==> src/rtl/jt49_eg_ctl.sv <==
// Register-side driver for the JT49 envelope generator: R11/R12 period, R13 shape,
// envelope period divider, and CPU readback of those registers.
module jt49_eg_ctl #(
  parameter int PRESCALE = 8
) (
  input  logic       clk,
  input  logic       rst,
  input  logic       cen,
  input  logic       wr,
  input  logic [3:0] addr,
  input  logic [7:0] din,
  output logic [7:0] dout,
  output logic [3:0] ctrl,
  output logic       step,
  output logic       null_period,
  output logic       restart
);

  localparam int PRE_W = (PRESCALE > 1) ? $clog2(PRESCALE) : 1;

  logic [15:0]      period;
  logic [3:0]       shape;
  logic [PRE_W-1:0] pre;
  logic [15:0]      cnt;

  logic wr11, wr12, wr13;
  logic pre_last;
  logic expire;

  assign wr11     = wr && (addr == 4'd11);
  assign wr12     = wr && (addr == 4'd12);
  assign wr13     = wr && (addr == 4'd13);
  assign pre_last = (pre == PRE_W'(PRESCALE - 1));
  // 17-bit compare so a period lowered below cnt expires at once instead of wrapping
  assign expire   = ({1'b0, cnt} + 17'd1) >= {1'b0, period};

  assign ctrl = shape;

  always_ff @(posedge clk) begin
    if (rst) begin
      period      <= '0;
      shape       <= '0;
      pre         <= '0;
      cnt         <= '0;
      step        <= 1'b0;
      restart     <= 1'b0;
      null_period <= 1'b1;
    end else begin
      restart     <= wr13;
      null_period <= (period == 16'd0);
      if (wr11) period[7:0]  <= din;
      if (wr12) period[15:8] <= din;
      if (wr13) shape        <= din[3:0];
      // A shape write restarts the envelope and wins over a coincident cen
      if (wr13) begin
        pre  <= '0;
        cnt  <= '0;
        step <= 1'b0;
      end else if (cen) begin
        if (pre_last) begin
          pre <= '0;
          if (expire) begin
            cnt  <= '0;
            step <= 1'b1;
          end else begin
            cnt  <= cnt + 16'd1;
            step <= 1'b0;
          end
        end else begin
          pre <= pre + PRE_W'(1);
        end
      end
    end
  end

  always_comb begin
    dout = 8'h00;
    case (addr)
      4'd11:   dout = period[7:0];
      4'd12:   dout = period[15:8];
      4'd13:   dout = {4'h0, shape};
      default: dout = 8'h00;
    endcase
  end

endmodule

==> config.mk <==
export PLATFORM = sky130hd
export DESIGN_NAME = jt49_eg_ctl
export DESIGN_NICKNAME = d
export VERILOG_FILES = /design/src/rtl/jt49_eg_ctl.sv
export SDC_FILE = /design/constraint.sdc
export NUM_CORES = 1
export LEC_CHECK = 0
export ABC_AREA = 1
export ABC_CLOCK_PERIOD_IN_PS = 6900
export CORE_ASPECT_RATIO = 0.5
export CORE_MARGIN = 4
export CORE_UTILIZATION = 40
export CTS_BUF_LIST = sky130_fd_sc_hd__clkbuf_8 sky130_fd_sc_hd__clkbuf_16
export CTS_CLUSTER_SIZE = 24
export DETAILED_ROUTE_END_ITERATION = 6
export HOLD_SLACK_MARGIN = 0.05
export PLACE_DENSITY = 0.69
export RECOVER_POWER = 100
export SYNTH_ARGS = -nofsm -noshare
export SYNTH_HDL_FRONTEND = slang
export SYNTH_SLANG_ARGS = --single-unit
==> constraint.sdc <==
create_clock -name clk -period 6.9 [get_ports clk]
set_input_delay 1.38 -clock clk [delete_from_list [all_inputs] [get_ports clk]]
set_output_delay 1.38 -clock clk [all_outputs]
set_load 0.02 [all_outputs]
==> results.yml <==
global_routing:
  grt_max_degree: 19
  grt-ovfl-total: 0
  grt_pass1_wl_mm: 9.96
  grt_usage_pct: 15.9
  grt_pass1_vias: 2228
  antenna_found_initial: 0
clocking:
  post_cts_buffers: 0
  cts-root-buf: "clkbuf_16"
  clkSinkCount: 42
  numCtsBuffers: 5
  path_clk_slew_ps: 60
  cts_hold_buf: 0
  htreeDepth: 2
  clk_path_buf_depth: 2
  cts_tree: "done"
  cts_resized: 0
  clk_latency_ps: 280
yosys:
  synth_top_area_share_pct: 33.2
  synth_compound_area_share_pct: 14.1
  yosys_warnings: 0
  synth_cell_types: 29
  synth.largest_area_cell: "dfxtp_1"
  yosysSeqAreaShare_pct: 33.2
  synth_adder_area_share_pct: 9.39
  synth_fp_nets: 380
  synth_seq_cells: 42
  synth_cells: 345
  synth_area_um2: 2530
  synth_top_family_by_area: "simple AND/OR/NAND/NOR gates"
  postSynthAreaPerCell_um2: 7.34
  synth.area.top_cells: "dfxtp_1 33%, nand2_1 10%, ha_1 9.4%, inv_1 7.4%, o21ai_0 5.7%"
  synthSimpleGateAreaFrac_pct: 27.0
  synth_xor_area_share_pct: 4.15
  muxShareOfSynthArea_pct: 2.37
sta:
  period_share_pct: 68.2
  fmax_mhz: 213
  slew-limit-headroom_pct: 27.2
  setup_viol_count_final: 0
  rsz0062_at_grt: "no"
  setup_slack_ps: 2200
  fin_worst_skew_ps: 5.69
  worstMarginPinSlew_ps: 1090
  slew_violations: 0
  fin_setup_tns_ps: 0
  period_needed_ps: 4700
  hold_viol: 0
die:
  die_w_um: 121
  die_y_um: 64.3
  core_area_um2: 6110
  rows: 20
  ioPinCount: 31
  initial_utilization_pct: 41.5
  die_area_um2: 7750
worst_setup_path:
  r2r_slack_ps: 3370
  worstSetupPathType: "in2out"
  worstPathArrival_ps: 3320
  crit_path_start_kind: "input pin"
  crit-reg2reg-launch: "cnt[0]$_SDFFE_PP0P_"
  end_kind: "output pin"
  reg2reg_depth: 17
  timing.rr.end: "cnt[8]$_SDFFE_PP0P_"
  critical_path_peak_fanout: 8
  worstPathRequired_ps: 5520
cells_and_area:
  nFillCells: 616
  fin_nets: 409
  layout-drive-gt1-share_pct: 7.47
  antenna_cells: 0
  syn_to_final_growth_pct: 19.6
  layout_commonest_cell: "nand2_1"
  final_cell_mix: "70 x nand2_1, 50 x inv_1, 42 x dfxtp_1"
detailed_routing:
  drt_iter0_drc: 249
  antenna_left: 0
  drc: 0
  viasPerCell: 5.06
  wl_mm: 6.03
  vias: 2345
  post_drt_wl_per_cell_um: 13.0
  first_pass_iters: 4
min_path:
  whs_path_depth: 2
  worstHoldStart: "pre[1]$_SDFFE_PP0P_"
  hold-path-endpoint: "pre[1]$_SDFFE_PP0P_"
  hp-class: "reg2reg"
pwr:
  p_total_w: 0.000522
  power_leakage_nw: 1.32
  p_per_area_nw_per_um2: 172
  peakVddDrop_uv: 96.4
run_status:
  outcome: "finished, final reports clean"
placed_design:
  place.port_buffers: 30
  post-dp-hpwl_mm: 4.70
  place.gp.congestion: 0.895
  pre_cts_ws_ps: 2320
job:
  maxCapViolations: 0
## Yosys cell counts
master and count:
nand2_1 69, inv_1 50, dfxtp_1 42, nor2_1 30, o21ai_0 29, a21oi_1 26
ha_1 19, nor2_4 12, nand3_1 10, xor2_1 9, nand4_1 8, mux2i_1 6
nand2_2 5, o221ai_1 4, o22ai_1 4, clkbuf_1 3, xnor2_1 3, buf_2 2
inv_2 2, nand2_4 2, nor3_1 2, a21o_1 1, and3_1 1, buf_1 1
buf_12 1, buf_4 1, nand3b_1 1, o21ai_1 1, o41ai_1 1
## worst max-delay path, stage by stage
cell           delay (ps)
dlygate4sd3_1         580
nand2_1                60
nor3_1                200
inv_1                 200
o221ai_1              190
dlygate4sd3_1         710
## per-stage QoR
step / instances / cell area, um2 / util (%) / hold WS (ps)
final: 463 / 3030 / 49.6 / 475
after global routing: 463 / 3030 / 49.6 / 508
after CTS: 463 / 3040 / 49.7 / 479
after detailed placement: 455 / 2890 / 47.3 / 470
after global placement: 455 / 2890 / 47.3 / 451
after floorplan: 345 / 2530 / - / 443
## area by class of cell
| class | count | area, um2 | area share (%) |
|---|---|---|---|
| Clock buffer | 5 | 125 | 4.13 |
| Clock inverter | 3 | 21.3 | 0.702 |
| Inverter | 52 | 195 | 6.44 |
| Multi-Input combinational cell | 243 | 1440 | 47.4 |
| Timing Repair Buffer | 30 | 300 | 9.91 |
| Sequential cell | 42 | 841 | 27.8 |
| Tap cell | 88 | 110 | 3.63 |
## registers in the layout, indices dropped and copies added (netlist names)
| signal | flops |
|---|---|
| cnt | 16 |
| period | 16 |
| ctrl | 4 |
| pre | 3 |
| null_period | 1 |
| restart | 1 |
| step | 1 |
## cell families (layout without fill, tap and decap cells)
logic type | Yosys count | count (layout)
fa+ha+maj | 19 | 19
mux | 6 | 6
buf+inv | 60 | 90
compound gates | 66 | 66
flops | 42 | 42
xor+xnor | 12 | 12
simple gates | 140 | 140
## how the worst max path moves through the flow
stage                  from  endpoint  slack, ps  cells past startpoint
finish              addr[2]   dout[2]       2200                      6
global route        addr[2]   dout[2]       2030                      6
CTS                 addr[3]   dout[2]       2320                      6
detailed placement  addr[3]   dout[2]       2320                      6
global placement    addr[2]   dout[2]       2410                      6
floorplan           addr[1]   dout[4]       3380                      6
## where the power goes
| group | leakage [nW] | switching, W | internal, W |
|---|---|---|---|
| clock | 0.0698 | 0.0000958 | 0.000134 |
| sequential | 0.340 | 0.00000166 | 0.000247 |
| combinational | 0.909 | 0.0000268 | 0.0000176 |
## per-layer routing
layer | track usage [%] | wire length (um) | vias to the layer above
li1 | - | - | 1180
met1 | 19.6 | 2720 | 1088
met2 | 27.7 | 2860 | 66
met3 | 3.80 | 358 | 11
met4 | 5.08 | 85 | 0
met5 | 0 | 0 | -
(Power assumes the default switching activity.)
